## config.mk

```make
export PLATFORM = sky130hd
export DESIGN_NAME = block_c_req_ack_responder
export DESIGN_NICKNAME = d
export VERILOG_FILES = /design/src/rtl/block_c_req_ack_responder.sv
export SDC_FILE = /design/constraint.sdc
export NUM_CORES = 1
export LEC_CHECK = 0
export ABC_AREA = 1
export BUFFER_PORTS_ARGS = -buffer_cell sky130_fd_sc_hd__buf_2
export CAP_MARGIN = 25
export CORE_MARGIN = 4
export CORE_UTILIZATION = 35
export CTS_CLUSTER_DIAMETER = 60
export DETAILED_ROUTE_END_ITERATION = 8
export PLACE_DENSITY_LB_ADDON = 0.2
export REMOVE_ABC_BUFFERS = 1
export SYNTH_ARGS = -nofsm -noshare
export SYNTH_HDL_FRONTEND = slang
export SYNTH_SLANG_ARGS = --single-unit
```

## constraint.sdc

```tcl
create_clock -name clk -period 8.94 [get_ports clk]
set_input_delay 1.341 -clock clk [delete_from_list [all_inputs] [get_ports clk]]
set_output_delay 1.341 -clock clk [all_outputs]
set_load 0.02 [all_outputs]
```

## src/rtl/block_c_req_ack_responder.sv

```systemverilog
//============================================================================
// Module  : block_c_req_ack_responder
// Brief   : req/ack responder executing READ/WRITE/ADD on a register file
//           with fixed latency, busy status and saturating ack counter.
// Revision: 1.0 - initial release
//============================================================================
`default_nettype none

module block_c_req_ack_responder #(
    parameter int DATA_W  = 32,
    parameter int ADDR_W  = 4,
    parameter int DEPTH   = 16,
    parameter int LATENCY = 2
) (
    input  logic              clk,
    input  logic              rst_n,
    input  logic              req,
    input  logic [1:0]        req_op,
    input  logic [ADDR_W-1:0] req_addr,
    input  logic [DATA_W-1:0] req_wdata,
    output logic              ack,
    output logic [DATA_W-1:0] ack_rdata,
    output logic              ack_err,
    output logic              busy,
    output logic [15:0]       txn_count
);

    typedef enum logic [1:0] {
        S_IDLE = 2'd0,
        S_BUSY = 2'd1,
        S_ACK  = 2'd2
    } state_t;

    localparam logic [1:0]      c_op_read  = 2'b00;
    localparam logic [1:0]      c_op_write = 2'b01;
    localparam logic [1:0]      c_op_rsvd  = 2'b11;
    localparam logic [3:0]      c_lat_m1   = 4'(LATENCY - 1);
    localparam bit              c_lat1     = (LATENCY == 1);
    localparam logic [ADDR_W:0] c_depth    = (ADDR_W + 1)'(DEPTH);

    state_t              r_state;
    logic [3:0]          r_cnt;
    logic [1:0]          r_op;
    logic [ADDR_W-1:0]   r_addr;
    logic [DATA_W-1:0]   r_wdata;
    logic [DATA_W-1:0]   r_mem [DEPTH];

    logic [1:0]          w_op;
    logic [ADDR_W-1:0]   w_addr;
    logic [DATA_W-1:0]   w_wdata;
    logic                w_err;
    logic [DATA_W-1:0]   w_old;
    logic [DATA_W-1:0]   w_sum;
    logic [DATA_W-1:0]   w_rdata;
    logic                w_enter_ack;

    // With LATENCY=1 the capture edge is also the execute edge, so operands come straight from the inputs.
    assign w_op    = (r_state == S_IDLE) ? req_op    : r_op;
    assign w_addr  = (r_state == S_IDLE) ? req_addr  : r_addr;
    assign w_wdata = (r_state == S_IDLE) ? req_wdata : r_wdata;

    assign w_err   = (w_op == c_op_rsvd) || ({1'b0, w_addr} >= c_depth);
    assign w_old   = w_err ? '0 : r_mem[w_addr];
    assign w_sum   = w_old + w_wdata;
    assign w_rdata = w_err ? '0 :
                     ((w_op == c_op_read) || (w_op == c_op_write)) ? w_old : w_sum;

    // In BUSY the countdown hits zero on the edge where it reads 1; that same edge enters ACK.
    assign w_enter_ack = ((r_state == S_IDLE) && req && c_lat1) ||
                         ((r_state == S_BUSY) && (r_cnt <= 4'd1));

    always_ff @(posedge clk or negedge rst_n) begin
        if (!rst_n) begin
            r_state   <= S_IDLE;
            r_cnt     <= '0;
            r_op      <= '0;
            r_addr    <= '0;
            r_wdata   <= '0;
            ack       <= 1'b0;
            ack_rdata <= '0;
            ack_err   <= 1'b0;
            busy      <= 1'b0;
            txn_count <= '0;
            for (int i = 0; i < DEPTH; i++) begin
                r_mem[i] <= '0;
            end
        end else begin
            ack       <= 1'b0;
            ack_rdata <= '0;
            ack_err   <= 1'b0;

            if (w_enter_ack) begin
                ack       <= 1'b1;
                ack_rdata <= w_rdata;
                ack_err   <= w_err;
                if (txn_count != 16'hFFFF) begin
                    txn_count <= txn_count + 16'd1;
                end
                if (!w_err && (w_op != c_op_read)) begin
                    r_mem[w_addr] <= (w_op == c_op_write) ? w_wdata : w_sum;
                end
            end

            case (r_state)
                S_IDLE: begin
                    if (req) begin
                        r_op    <= req_op;
                        r_addr  <= req_addr;
                        r_wdata <= req_wdata;
                        r_cnt   <= c_lat_m1;
                        busy    <= 1'b1;
                        r_state <= c_lat1 ? S_ACK : S_BUSY;
                    end
                end
                S_BUSY: begin
                    r_cnt <= r_cnt - 4'd1;
                    if (r_cnt <= 4'd1) begin
                        r_state <= S_ACK;
                    end
                end
                S_ACK: begin
                    busy    <= 1'b0;
                    r_state <= S_IDLE;
                end
                default: begin
                    busy    <= 1'b0;
                    r_state <= S_IDLE;
                end
            endcase
        end
    end

endmodule

`default_nettype wire

```

# --- Word level (Yosys, flattened, before mapping) ---
# Cells that the tools add are included.
# W data, S select, Z words.
classes:
  shift: 0
  n_lt_le_gt_ge: 3
  n_bitwise: 2
  addsub: 3
  div_mod_pow: 0
  reduce_logical: 15
  n_eq_ne: 6
  mul: 0
  n_mux: 23
op_table:
  columns: ["cell", "count"]
  rows:
  - ["$bwmux W512", 1]
  - ["$mux W32", 9]
  - ["$bmux W32 S4", 1]
  - ["$demux W32 S4", 1]
  - ["$add A32 B32 Y32", 1]
  - ["$add A16 B1 Y16 const B", 1]
  - ["$ne A16 B16 Y1 const B", 1]
  - ["$reduce_and A2 Y1", 6]
  - ["$mux W4", 2]
  - ["$pmux W4 S2", 1]
  - ["$mux W2", 3]
  - ["$ge A5 B5 Y1 const B", 1]
  - ["$lt A5 B1 Y1 const B", 1]
  - ["$not A4 Y5", 1]
  - ["$eq A2 B1 Y1 const B", 2]
  - ["$le A4 B1 Y1 const B", 1]
  - ["$logic_not A2 Y1", 2]
  - ["$pmux W2 S2", 1]
  - ["$reduce_bool A2 Y1", 2]
  - ["$sub A4 B1 Y4 const B", 1]
  - ["$logic_and A1 B1 Y1", 3]
  - ["$mux W1", 3]
  - ["$eq A2 B2 Y1 const B", 1]
  - ["$ne A2 B1 Y1 const B", 1]
  - ["other kinds (5)", 5]
totals:
  wordCells: 78
  output_inout_bits: 51
  input_bits: 41
  n_memories: 0
  latchBits: 0
  mem_bits_ro: 0
  ff_bits: 607
  ram_bits: 0

# --- Longest topological paths before layout ---
# Gate-level depths: netlist of run 1.
depth:
  depth_word: 11
  depth_mapped: 32

# --- Least setup slack after synthesis of run 1 ---
# OpenSTA, ideal clock, no wires.
synth_path:
  path_type: "input -> register"
  start: "in req_op[1]"
  end: "reg r_mem[222] in the netlist's numbering"
  arrival_ns: 4.782
  slack_ns: 4.040
  path_buffers: 3
  stages: 27
  setup_ns: 0.118
  cell_sequence: "nand2_1 > o21ai_0 > clkbuf_1 > ha_1 > inv_1 > clkbuf_1 > nand2_1 > nor2_1 > nand3_1 > inv_1 > ha_1 > inv_1 > fa_1 > nand3b_1 > nand2_1 > nand2_1 > nand2_1 > nand2_1 > nand2_1 > a21oi_1 > inv_1 > nand3b_1 > nand3_1 > nand3_1 > buf_2 > nand3_1 > nand2_1"
synth_via:
  elab_chain_cells: 6
synth_lines:
  columns: ["element", "line_no", "source"]
  rows:
  - ["start: declaration", "18", "input logic [1:0] req_op,"]
  - ["$mux W2 (*)", "58", "assign w_op = (r_state == S_IDLE) ? req_op : r_op;"]
  - ["$eq A2 B2 Y1", "62", "assign w_err = (w_op == c_op_rsvd) || ({1'b0, w_addr} >= c_depth);"]
  - ["$mux W32", "63", "assign w_old = w_err ? '0 : r_mem[w_addr];"]
  - ["$add A32 B32 Y32", "64", "assign w_sum = w_old + w_wdata;"]
  - ["$mux W32", "100", "r_mem[w_addr] <= (w_op == c_op_write) ? w_wdata : w_sum;"]
  - ["$bwmux W512", "100", null]
  - ["end signal: indexed assignment", "100", null]
  - ["end: declaration", "46", "logic [DATA_W-1:0] r_mem [DEPTH];"]
# Mark *: on every way between the ends. The rest lies on a longest branch, timed or not.
# A chain may end at the register's enable or synchronous reset.

# --- Final worst setup path of run 1 ---
layout_path:
  start: "reg r_state[1]"
  end: "reg r_mem[54] in the netlist's numbering"
layout_via:
  elab_chain_cells: 10
layout_lines:
  columns: ["element", "line_no", "source"]
  rows:
  - ["start: declaration", "41", "state_t r_state;"]
  - ["start signal: assignment", "112", "r_state <= c_lat1 ? S_ACK : S_BUSY;"]
  - ["$logic_not A2 Y1", "58, 59, 60", null]
  - ["$mux W4", "59", "assign w_addr = (r_state == S_IDLE) ? req_addr : r_addr;"]
  - ["$not A4 Y5", "63, 100", null]
  - ["$bmux W32 S4", "63", null]
  - ["$mux W32 (implied by the code) (2 in a row)", "63", null]
  - ["$mux W32", "63", null]
  - ["$add A32 B32 Y32", "64", null]
  - ["$mux W32", "100", null]
  - ["$bwmux W512", "100", null]
# Several ways; a longest one is shown, not always the timed one. The select of a mux whose other input is x is not followed.

==> results of run 1 <==
-- logic make-up (layout without fill, tap and decap cells) --
family | after synthesis | count (layout)
other | 0 | 1
AND/OR/NAND/NOR | 1589 | 1589
multiplexers | 6 | 6
AO/OA/AOI/OAI | 841 | 841
flip-flops | 607 | 607
XOR/XNOR | 30 | 30
buffers and inverters | 448 | 496
adder cells (fa/ha/maj) | 37 | 37
-- cell type report --
type	count	area, sq um	share of cell area, %
antenna	1	2.50	0.00756
clock buffer	106	2130	6.44
clock inverter	23	285	0.862
inverter	224	848	2.56
multi-input combinational	2503	12300	37.3
sequential	607	15200	45.9
tap	1070	1340	4.04
timing repair buffer	143	971	2.93
-- metal layers --
metal | wire length (microns) | vias to the layer above | global-route usage, % | part of all wire (%)
met5 | 0 | - | 0 | 0
met4 | 2560 | 0 | 6.05 | 2.5
met3 | 8330 | 155 | 4.31 | 8.0
met2 | 46800 | 969 | 36.2 | 45
met1 | 46600 | 12700 | 33.2 | 45
li1 | - | 11900 | - | -
-- metrics by stage --
stage               instances  hold slack, ns  setup slack, ns  area (sq um)
floorplan                3334           0.441             2.33         28300
global placement         4539           0.462             2.46         30600
detailed placement       4543           0.466             2.53         30600
CTS                      4672           0.482             2.88         33000
global route             4676           0.494             2.32         33100
finish                   4677           0.478             2.83         33100
-- layout by cell type (no fill, tap or decap), drive strengths merged --
master       n
nand2     1075
bufinv       4
o22ai      247
nor3        17
o21ai      494
inv        231
mux2i        5
nand3      297
a31oi        1
a21oi       58
diode        1
o2111ai      1
nor4         5
a21o        12
mux2         1
nor2       160
nor3b        3
o21bai       2
nand4        7
clkinvlp     3
o211a        1
nand3b      22
or2          3
xnor2       14
xor2        16
o211ai       2
clkinv       9
dfrtp      607
ha          36
o21a        19
a21boi       2
buf        143
fa           1
clkbuf     106
a22oi        2
-- registers in the layout, summed over array words and instances, names as in the netlist --
name and count:
txn_count 16, r_addr 4, r_state 2, ack_rdata 32, ack 1, r_op 2, r_mem 512, r_cnt 4
ack_err 1, busy 1, r_wdata 32
-- worst max-delay path: cells and delay by family (launching register included) --
kind | cells | cell delay [ns]
flip-flops | 1 | 0.43
AND/OR/NAND/NOR | 18 | 3.17
buffers and inverters | 5 | 1.14
AO/OA/AOI/OAI | 3 | 0.45
adder cells (fa/ha/maj) | 2 | 0.65
-- path summary, 6_finish.rpt --
check                      cells after the start    endpoint
hold / removal                                 1    r_cnt[3]
max in group asynchronous                      3  r_mem[487]
min in group asynchronous                      1  r_mem[309]
setup / recovery                              28   r_mem[54]
hold reg to reg                                1    r_cnt[3]
setup reg to reg                              28   r_mem[54]
==> impl_metrics.ini, run 1 <==
[outcome]
status = finished clean

[cts]
cts_buffer_depth = 3
clockRootBuffer = clkbuf_16
cts.sinks = 607
path_clk_slew_ns = 0.05
cts_max_level = 3
clk_latency_ns = 0.65
holdBufCountCts = 0
cts_tree = yes
postCtsSetupBuffers = 0
ctsResizeCount = 0
numCtsBuffers = 73

[place]
hpwl_microns = 63300
io_buffers = 91
routabilityCongestion = 0.949

[grt]
grt-ovfl-total = 0
antenna_found_initial = 3
grt_pass1_wl_microns = 158000
grt_max_degree = 155
grt_pass1_vias = 24800
grt_usage_pct = 23.2

[logic_synthesis]
ys_ff_latch = 607
netlist_instances = 3558
synthDominantCellAreaShare_pct = 51.7
synth_common_cells = nand2_1 (1066), dfrtp_1 (607), o21ai_0 (397), nand3_1 (295), o22ai_1 (247)
yosys.area_share.simple_pct = 23.2
synthTopCellsByArea = dfrtp_1 (52%), nand2_1 (14%), o21ai_0 (6.8%)
synthArstFlopShare_pct = 100
ys_warn_count = 0
synth_edf_count = 0
yosysUniqueCellTypes = 46
synth_area_per_cell_sq_um = 8.25
synth.most_common_cell = nand2_1
synth_adder_area_share_pct = 1.60
synth_compound_area_share_pct = 16.0
synth_top_family_by_area = simple AND/OR/NAND/NOR gates
synth_top_area_cell = dfrtp_1
synthXorXnorAreaFrac_pct = 0.895
syn-cell-area_sq_um = 29400
synth_ff_type = dfrtp_1
synthMuxAreaShare_pct = 0.209
ys_seq_area_share_pct = 51.7

[critical_path]
crit_path_start_kind = flip-flop
cpMostUsedCell = nand2_1
required_ns = 9.45
r2r_start = r_state[1]
cp-startpoint = r_state[1]
critPathSlowestCell = nand3_1
cp_data_arrival_time_ns = 6.62
end_kind = flip-flop
worstSetupPathType = reg2reg
r2r_slack_ns = 2.83
crit_fanout = 75
cpPeakStageDelay_ns = 0.59

[job]
max-cap-violations = 0

[sta]
drv_slew = 0
slew_headroom_pct = 28.7
rsz0062_at_grt = no
skew_ns = 0.0315
min_period_over_period_pct = 68.4
hold_viol_final = 0
fmax_mhz = 164
worstMarginPinSlew_ns = 1.06
tns_ns = 0
fin_crit_ns = 6.11
setup_viol = 0

[final_layout]
area_delta_synth_final_pct = 12.7
nets = 3630
drive_gt1_share_pct = 10.0
final_util_pct = 40.1
n_fill_cell = 8391

[drt]
first_iter_violations = 2677
firstDrtPassIters = 6
ant_nets = 0
route.detailed.drc = 0
wl_per_cell_microns = 22.3
viasPerCell = 5.50
wirelength_microns = 104000
vias = 25700

[worst_hold_path]
min_path_type = reg2reg
min_from = r_cnt[3]

[floorplan]
rows = 105
dieArea_sq_um = 88600
core_region_area_sq_um = 82600
io_pins = 92
die_h_microns = 298
die_w_microns = 298
initial_core_util_pct = 35.5
Power of run 1 is left out: the tool's default activity adds up to more than one toggle a clock period on the data nets, which glitch-free logic cannot reach.
==> run 2, diff against run 1 <==
clock period = 5.15 ns   (was 8.94 ns; I/O delays follow)
==> run 2 against run 1 <==
Routed wire length rose by 2.3%. Non-clock buffer count increased by 62. Setup slack worse by 2.5 ns. Clock-buffer cell count is 2 lower. Sequential share of layout area shrank 1.0 points. Critical endpoint is now r_mem[191]. Largest cell class unchanged. Highest routed layer unchanged.
==> impl_metrics.ini, run 2 (same netlist as run 1, synthesis figures left out) <==
[outcome]
status = finished clean

[worst_hold_path]
min_path_type = in2async

[final_layout]
n_fill_cell = 8287
finalNonFillerCells = 4744
nets = 3693
area_delta_synth_final_pct = 15.3
drive_gt1_share_pct = 11.7
seq_area_sq_um = 15200
multi_input_comb_area_sq_um = 12300
n_antenna_cell = 0
final_cell_mix = nand2_1 (1063), dfrtp_1 (607), o21ai_0 (396), nand3_1 (295), o22ai_1 (247)
finalInstanceArea_sq_um = 33900
layout.cells.most_common = nand2_1
largest_reg_flops = 512
regMostFlops = r_mem
top_regs = r_mem: 512 flops, ack_rdata: 32 flops, r_wdata: 32 flops

[sta]
hold_viol_final = 0
fmax_mhz = 209
tns_ns = 0
slew_headroom_pct = 29.8
min_period_over_period_pct = 93.0
rsz0062_at_grt = no
setup_viol = 0
drv_slew = 0
worstMarginPinSlew_ns = 1.05
setup_slack_ns = 0.363
fin_crit_ns = 4.79
skew_ns = 0.0291

[grt]
antenna_found_initial = 4
grt-ovfl-total = 0
grt_pass1_wl_microns = 161000
grt_max_degree = 104
grt_pass1_vias = 24800
grt_usage_pct = 23.6

[critical_path]
crit_buf_inv = 6
cp.depth = 26
worst-r2r-cell-count = 26
cpMostUsedCell = nand2_1
crit_path_start_kind = flip-flop
crit_family = simple AND/OR/NAND/NOR gates
crit_fanout = 23
critPathSlowestCell = dfrtp_1
worstSetupPathType = reg2reg
required_ns = 5.66
cp_data_arrival_time_ns = 5.30
end_kind = flip-flop
cpPeakStageDelay_ns = 0.43

[place]
place_area_sq_um = 31300
io_buffers = 91
hpwl_microns = 68200
dp_cells = 4605
routabilityCongestion = 0.977
pre_cts_ws_ns = 0.274

[floorplan]
core_region_area_sq_um = 82600
initial_core_util_pct = 35.5
io_pins = 92
rows = 105
die_h_microns = 298
dieArea_sq_um = 88600
die_w_microns = 298

[drt]
ant_nets = 0
viasPerCell = 5.47
wl_per_cell_microns = 22.5
firstDrtPassIters = 5
wirelength_microns = 107000
vias = 25900
route.detailed.drc = 0
first_iter_violations = 2660

[cts]
cts.sinks = 607
clk_latency_ns = 0.64
clockRootBuffer = clkbuf_16
cts_max_level = 3
path_clk_slew_ns = 0.06
cts_buffer_depth = 3
numCtsBuffers = 74
cts_tree = yes
holdBufCountCts = 0

[job]
max-cap-violations = 0
## run 2: cell types whose count changed in the layout (fill, tap and decap cells not counted), sizes merged
cell      change
bufinv        +4
clkinvlp      +1
buf          +62
diode         -1
clkbuf        -2
clkinv        +3
## run 2: repair_timing
action                                  in CTS  in global routing
endpoints found under the setup margin       0                 32
resized for setup                            0                  1
setup buffers                                0                  2
## run 2: layout make-up
cell class                      count  area share (%)
Inverter                          224            2.50
Tap cell                         1070            3.95
Timing Repair Buffer              205            4.75
Clock buffer                      104            6.28
Sequential cell                   607            44.9
Clock inverter                     31            1.25
Multi-Input combinational cell   2503            36.4
## run 2: worst paths after layout
kind | startpoint | to | slack (ns)
max | r_state[1] | r_mem[191] | 0.36
min in group clk | req_wdata[22] | r_wdata[22] | 0.42
min | rst_n | r_mem[122] | 0.25
max in group asynchronous | rst_n | r_wdata[2] | 3.76
max reg2reg | r_state[1] | r_mem[191] | 0.36
min reg2reg | r_wdata[11] | r_wdata[11] | 0.48
## run 2: per-layer routing
metal  wire length, microns  vias to the layer above  part of all wire (%)  GRT usage, %
li1                       -                    12000                     -             -
met1                  48900                    12800                    46          34.3
met2                  47500                      988                    44          36.5
met3                   7690                      160                   7.2          4.07
met4                   2780                        0                   2.6          6.32
met5                      0                        -                     0             0
## run 2: per-stage QoR
step	hold WS, ns	util (%)
final	0.254	41.0
after CTS	0.282	40.9
after global routing	0.317	41.0
after global placement	0.461	37.8
after detailed placement	0.465	37.8
after floorplan	0.441	-
Power of run 2 is left out for the same reason.
